## src/rtl/glip_mem_responder_if.sv

```systemverilog
// GLIP FIFO channel pair between a backend (host side) and user logic.
// The slave modport is the user-logic endpoint; master is the backend side.
interface glip_mem_responder_if #(
  parameter int WIDTH = 16
);
  logic [WIDTH-1:0] fifo_in_data;
  logic             fifo_in_valid;
  logic             fifo_in_ready;
  logic [WIDTH-1:0] fifo_out_data;
  logic             fifo_out_valid;
  logic             fifo_out_ready;

  modport slave (
    input  fifo_in_data,
    input  fifo_in_valid,
    output fifo_in_ready,
    output fifo_out_data,
    output fifo_out_valid,
    input  fifo_out_ready
  );

  modport master (
    output fifo_in_data,
    output fifo_in_valid,
    input  fifo_in_ready,
    input  fifo_out_data,
    input  fifo_out_valid,
    output fifo_out_ready
  );
endinterface

```

## src/rtl/glip_mem_responder.sv

```systemverilog
// GLIP memory responder: a 256-word scratch memory driven by burst
// read/write request headers on the incoming channel. Writes are answered
// with an echo of the header, reads stream the addressed words back.
module glip_mem_responder #(
  parameter int WIDTH = 16,
  parameter int DEPTH = 256
) (
  input  logic                  clk_logic,
  input  logic                  rst,
  glip_mem_responder_if.slave   glip,
  output logic                  busy,
  output logic [15:0]           req_count
);

  typedef enum logic [1:0] {
    S_IDLE  = 2'd0,
    S_WRITE = 2'd1,
    S_WACK  = 2'd2,
    S_READ  = 2'd3
  } state_t;

  state_t           r_state;
  state_t           w_next;
  logic [7:0]       r_addr;
  logic [6:0]       r_cnt;
  logic [15:0]      r_hdr;
  logic [15:0]      r_req_count;
  logic [WIDTH-1:0] r_mem [DEPTH];

  logic             w_in_ready;
  logic             w_out_valid;
  logic [WIDTH-1:0] w_out_data;
  logic             w_in_fire;
  logic             w_out_fire;
  logic             w_last;
  logic             w_done;

  assign w_in_fire  = glip.fifo_in_valid & w_in_ready;
  assign w_out_fire = w_out_valid & glip.fifo_out_ready;
  assign w_last     = (r_cnt == 7'd0);
  // A transaction completes on the ack handshake or the last read word.
  assign w_done     = w_out_fire & ((r_state == S_WACK) | ((r_state == S_READ) & w_last));

  // State register; reset drops any transaction in flight.
  always_ff @(posedge clk_logic) begin
    if (rst) begin
      r_state <= S_IDLE;
    end else begin
      r_state <= w_next;
    end
  end

  // Next-state decode from handshakes on either channel.
  always_comb begin
    w_next = r_state;
    case (r_state)
      S_IDLE:  if (w_in_fire) w_next = glip.fifo_in_data[15] ? S_WRITE : S_READ;
      S_WRITE: if (w_in_fire && w_last) w_next = S_WACK;
      S_WACK:  if (w_out_fire) w_next = S_IDLE;
      S_READ:  if (w_out_fire && w_last) w_next = S_IDLE;
      default: w_next = S_IDLE;
    endcase
  end

  // Outputs depend on state only, so no valid->ready feedthrough exists.
  always_comb begin
    w_in_ready  = 1'b0;
    w_out_valid = 1'b0;
    w_out_data  = '0;
    case (r_state)
      S_IDLE:  w_in_ready = 1'b1;
      S_WRITE: w_in_ready = 1'b1;
      S_WACK: begin
        w_out_valid      = 1'b1;
        w_out_data[15:0] = r_hdr;
      end
      S_READ: begin
        w_out_valid = 1'b1;
        w_out_data  = r_mem[r_addr];
      end
      default: ;
    endcase
    // Nothing is accepted while reset is held.
    if (rst) begin
      w_in_ready = 1'b0;
    end
  end

  // Address/count/header and memory; data path carries no reset so the
  // memory keeps its contents across a reset.
  always_ff @(posedge clk_logic) begin
    case (r_state)
      S_IDLE: begin
        if (w_in_fire) begin
          r_addr <= glip.fifo_in_data[7:0];
          r_cnt  <= glip.fifo_in_data[14:8];
          r_hdr  <= glip.fifo_in_data[15:0];
        end
      end
      S_WRITE: begin
        if (w_in_fire) begin
          r_mem[r_addr] <= glip.fifo_in_data;
          r_addr        <= r_addr + 8'd1;
          r_cnt         <= r_cnt - 7'd1;
        end
      end
      S_READ: begin
        if (w_out_fire) begin
          r_addr <= r_addr + 8'd1;
          r_cnt  <= r_cnt - 7'd1;
        end
      end
      default: ;
    endcase
  end

  // Completed-transaction counter, wraps naturally at 16 bits.
  always_ff @(posedge clk_logic) begin
    if (rst) begin
      r_req_count <= 16'd0;
    end else if (w_done) begin
      r_req_count <= r_req_count + 16'd1;
    end
  end

  assign glip.fifo_in_ready  = w_in_ready;
  assign glip.fifo_out_valid = w_out_valid;
  assign glip.fifo_out_data  = w_out_data;
  assign busy                = (r_state != S_IDLE);
  assign req_count           = r_req_count;

endmodule
```

## src/flat_wrapper.sv

```systemverilog
// flat-port wrapper written by rule: the top's interface ports become plain ports
module glip_mem_responder_flat 
#(
  parameter int WIDTH = 16,
  parameter int DEPTH = 256
)
  (clk_logic, rst, busy, req_count, glip_fifo_in_data, glip_fifo_in_valid, glip_fifo_in_ready, glip_fifo_out_data, glip_fifo_out_valid, glip_fifo_out_ready);
  glip_mem_responder_if #(.WIDTH(WIDTH)) glip_i ();
  input  logic clk_logic;
  input  logic rst;
  output logic busy;
  output logic [15:0] req_count;
  input wire logic [$bits(glip_i.fifo_in_data)-1:0] glip_fifo_in_data;
  input wire logic [$bits(glip_i.fifo_in_valid)-1:0] glip_fifo_in_valid;
  output wire logic [$bits(glip_i.fifo_in_ready)-1:0] glip_fifo_in_ready;
  output wire logic [$bits(glip_i.fifo_out_data)-1:0] glip_fifo_out_data;
  output wire logic [$bits(glip_i.fifo_out_valid)-1:0] glip_fifo_out_valid;
  input wire logic [$bits(glip_i.fifo_out_ready)-1:0] glip_fifo_out_ready;
  assign glip_i.fifo_in_data = glip_fifo_in_data;
  assign glip_i.fifo_in_valid = glip_fifo_in_valid;
  assign glip_fifo_in_ready = glip_i.fifo_in_ready;
  assign glip_fifo_out_data = glip_i.fifo_out_data;
  assign glip_fifo_out_valid = glip_i.fifo_out_valid;
  assign glip_i.fifo_out_ready = glip_fifo_out_ready;
  glip_mem_responder #(.WIDTH(WIDTH), .DEPTH(DEPTH)) u_core (.clk_logic(clk_logic), .rst(rst), .glip(glip_i), .busy(busy), .req_count(req_count));
endmodule
```

## config.mk

```make
export PLATFORM = sky130hd
export DESIGN_NAME = glip_mem_responder_flat
export DESIGN_NICKNAME = d
export VERILOG_FILES = /design/src/rtl/glip_mem_responder_if.sv /design/src/rtl/glip_mem_responder.sv /design/src/flat_wrapper.sv
export SDC_FILE = /design/constraint.sdc
export NUM_CORES = 2
export LEC_CHECK = 0
export CAP_MARGIN = 15
export CORE_MARGIN = 3
export CORE_UTILIZATION = 48
export DETAILED_ROUTE_END_ITERATION = 10
export PLACE_DENSITY = 0.71
export SLEW_MARGIN = 20
export SYNTH_ARGS = -nofsm -noshare
export SYNTH_HDL_FRONTEND = slang
export SYNTH_SLANG_ARGS = --single-unit
```

## constraint.sdc

```tcl
create_clock -name clk_logic -period 3.16 [get_ports clk_logic]
set_clock_uncertainty 0.05 [all_clocks]
set_input_delay 0.632 -clock clk_logic [delete_from_list [all_inputs] [get_ports clk_logic]]
set_output_delay 0.632 -clock clk_logic [all_outputs]
set_load 0.005 [all_outputs]
```

==> out/metrics.csv <==
stage,metric,value,unit
run,drv_cap,0,
hold_path,hp-class,primary input to flop,
sta,hold_slack,47.54,ps
cells_and_area,drive_gt1_share,33.83,%
worst_setup_path,arrival,4430,ps
sta,tightestPinTransition,1050,ps
cells_and_area,multi_input_area,36220,sq um
power,p_leak,64.90,nW
synth,syn_inst,7784,
synth,synth_cell_types,87,
synth,netlist_area,161800,sq um
cells_and_area,nets,9305,
sta,timing.final.ws_setup,-1957,ps
worst_setup_path,regToRegEndpoint,u_core.req_count[13],
cts,numCtsBuffers,403,
floorplanning,start_util,48.37,%
worst_setup_path,crit_type,flop to output pin,
worst_setup_path,slowest_stage,o41ai_4,
sta,finalCritPeriodShare,161.9,%
route,via_count,90510,
place,hpwl,298800,um
outcome,failed_checks,setup timing,
synth,syn_avg_cell_area,20.78,sq um
synth,yosys.cell_count.top_type,edfxtp_1,
worst_setup_path,cpMostUsedCell,buf_6,
synth,synth_flop_cell,edfxtp_1,
power,p_per_area,641.8,nW/um^2
floorplanning,rows,212,
place,place_congestion,0.9509,
synth,ys_warn_count,0,
worst_setup_path,slowest_delay,650,ps
floorplanning,die_w,586.6,um
place,post_dp_cell_area,179300,sq um
cts,clk_path_buf_depth,4,
route,post_drt_wl_per_cell,34.17,um
worst_setup_path,reg2regPathDepth,9,
cells_and_area,fin_cells,14100,
worst_setup_path,r2r_setup_slack,360,ps
synth,ys_async_sr_fraction,0,%
power,finalPower,126.7,mW
floorplanning,die_y,586.6,um
route,drtIter0Drc,13720,
cts,cts_sinks,4153,
synth,synth_seq_area_share,76.92,%
synth,synth_top_area_share,76.60,%
worst_setup_path,cp_top_family,compound AO/OA/AOI/OAI gates,
hold_path,min_to,u_core.r_mem[123][14],
floorplanning,io_pins,55,
cts,insertion_delay,970,ps
sta,totalNegativeSetupSlack,-28830,ps
sta,drv_slew,0,
outcome,status,"finished, violations left",
route,drc,0,
worst_setup_path,required,2480,ps
synth,ys_seq_elements,4153,
floorplanning,die_area,344000,sq um
synth,synthTopCellsByArea,"edfxtp_1, mux4_2, mux2i_1, o221ai_1, nor2_1",
worst_setup_path,crit_buf_inv,8,
place,place_inst,13190,
grt,grt_max_degree,105,
sta,max_freq,195.4,MHz
route,drt_wl_total,481900,um
cells_and_area,finish.utilization,59.04,%
power,irDropWorstVdd,485.1,uV
route,first_pass_iters,6,
worst_setup_path,r2r_start,u_core.r_cnt[0],
grt,grt-ovfl-total,0,
worst_setup_path,path_cells,"buf_12, buf_12, buf_16, buf_8, buf_6, mux2i_2, o221ai_2, a21oi_2, o211ai_1, buf_4, nand4_1, buf_6, o41ai_4, buf_6",
synth,synth-edff-count,4127,
grt,grt_pass1_wl,677400,um
cts,clk_pin_slew,60,ps
place,port_buffers,54,
worst_setup_path,worst_setup_path_start_kind,flop,
sta,rsz0062_at_grt,true,
grt,grt_pass1_vias,89420,
hold_path,hold_path_depth,1,
cells_and_area,final_cell_area,197500,sq um
worst_setup_path,worstPathMaxFanout,8,
sta,finalCriticalPeriod,5117,ps
synth,syn_nets,7811,
cts,cts_tree,yes,
hold_path,hp-start,glip_fifo_in_data[14],
worst_setup_path,end_kind,output pin,
route,antenna_left,0,
grt,antenna_found_initial,13,
sta,finalSetupViolCount,16,
floorplanning,fp.coreArea,334500,sq um
synth,synth_top_area_cell,edfxtp_1,
route,viasPerCell,6.418,
cells_and_area,register_area,124500,sq um
cells_and_area,area_growth_syn_to_layout,22.06,%
grt,grtUsageTotal,27.48,%
synth,ys_top_cells_by_count,"edfxtp_1, mux4_2, mux2i_1",
sta,max-slew-margin-rel,29.98,%
sta,final-hold-violation-count,0,
cells_and_area,fillers,22800,
cts,root_buffer,clkbuf_16,
place,dp_slack,-2394,ps
cts,htreeDepth,5,
metal layers:
layer / vias up / GRT usage, % / routed length (um)
met4: 6 / 12.84 / 25580
met1: 47000 / 36.75 / 170700
li1: 35700 / - / -
met2: 6685 / 42.57 / 225100
met3: 1122 / 6.969 / 60460
met5: - / 0 / 33
repair_timing:
action / 4_1_cts / 5_1_grt
setup endpoints to repair: 16 / 16
hold endpoints to repair: 24 / 0
hold buffers: 2 / 0
resized for setup: 638 / 103
buffers inserted: 160 / 30
cloned: 21 / 0
pin swaps: 133 / 72
worst reg2reg max path, delay by kind of cell (launching register included):
family / cells / cell delay (ps)
adder cells (fa/ha/maj): 1 / 160
AO/OA/AOI/OAI: 1 / 490
buffers and inverters: 1 / 120
flip-flops: 1 / 380
XOR/XNOR: 1 / 170
AND/OR/NAND/NOR: 5 / 1330
flip-flops by register name (all words and copies together) (netlist names), named ones only:
name and flops:
u_core.r_mem 4096, u_core.r_hdr 16, u_core.req_count 16, u_core.r_addr 8, u_core.r_cnt 7, u_core.r_state 2
how the worst max path moves through the flow:
stage	end	start	cells after the start	slack, ps
after global routing	glip_fifo_out_data[12]	flop	11	-1980
final	glip_fifo_out_data[10]	flop	14	-1960
after floorplan	glip_fifo_out_data[2]	flop	9	160
after CTS	glip_fifo_out_data[12]	flop	14	-1890
after detailed placement	glip_fifo_out_data[13]	flop	10	-2390
after global placement	glip_fifo_out_data[13]	flop	10	-2240
power by group:
part / total, mW / leakage (nW) / internal, mW / switching [mW]
Clock: 47.7 / 6.29 / 27.0 / 20.7
Combinational: 18.4 / 21.3 / 7.87 / 10.5
Sequential: 60.7 / 37.3 / 60.6 / 0.0910
kinds of logic after synthesis:
group	count (synthesis)	synth area share, %
AO/OA/AOI/OAI	949	4.070
XOR/XNOR	26	0.1408
adder cells (fa/ha/maj)	7	0.05413
multiplexers	1402	14.56
buffers and inverters	486	2.163
AND/OR/NAND/NOR	761	2.093
flip-flops	4153	76.92
area by class of cell:
class / instances / share of cell area (%)
Antenna cell: 9 / 0.01141
Clock buffer: 492 / 5.314
Clock inverter: 233 / 1.284
Inverter: 12 / 0.03168
Multi-Input combinational cell: 3145 / 18.34
Sequential cell: 4153 / 63.03
Tap cell: 4494 / 2.848
Timing Repair Buffer: 1563 / 9.137
layout by cell type, fill, tap and decap left out, types with 14 or more instances in the layout:
master | synthesis | routed
a21oi_1 | 183 | 148
a21oi_2 | 0 | 25
a22oi_1 | 88 | 54
a22oi_2 | 0 | 34
a31oi_1 | 48 | 39
and2_1 | 25 | 23
buf_12 | 24 | 383
buf_16 | 0 | 26
buf_4 | 27 | 986
buf_6 | 68 | 80
buf_8 | 44 | 36
bufbuf_16 | 0 | 14
bufinv_16 | 0 | 40
clkbuf_1 | 159 | 85
clkbuf_16 | 0 | 406
clkdlybuf4s50_1 | 0 | 22
clkinv_1 | 0 | 101
clkinv_2 | 0 | 51
dfxtp_1 | 26 | 19
edfxtp_1 | 4127 | 4127
mux2_2 | 45 | 43
mux2i_1 | 617 | 602
mux4_1 | 53 | 32
mux4_2 | 687 | 708
nand2_1 | 135 | 113
nand2_2 | 0 | 20
nand3_1 | 59 | 55
nand4_1 | 22 | 22
nor2_1 | 384 | 302
nor2_2 | 1 | 79
nor3_1 | 41 | 22
o211ai_1 | 23 | 23
o21ai_0 | 98 | 70
o21ai_1 | 3 | 18
o221ai_1 | 176 | 149
o221ai_2 | 5 | 29
o22ai_1 | 168 | 144
o22ai_2 | 0 | 20
xor2_1 | 17 | 17
Power figures use the tool's default switching activity.
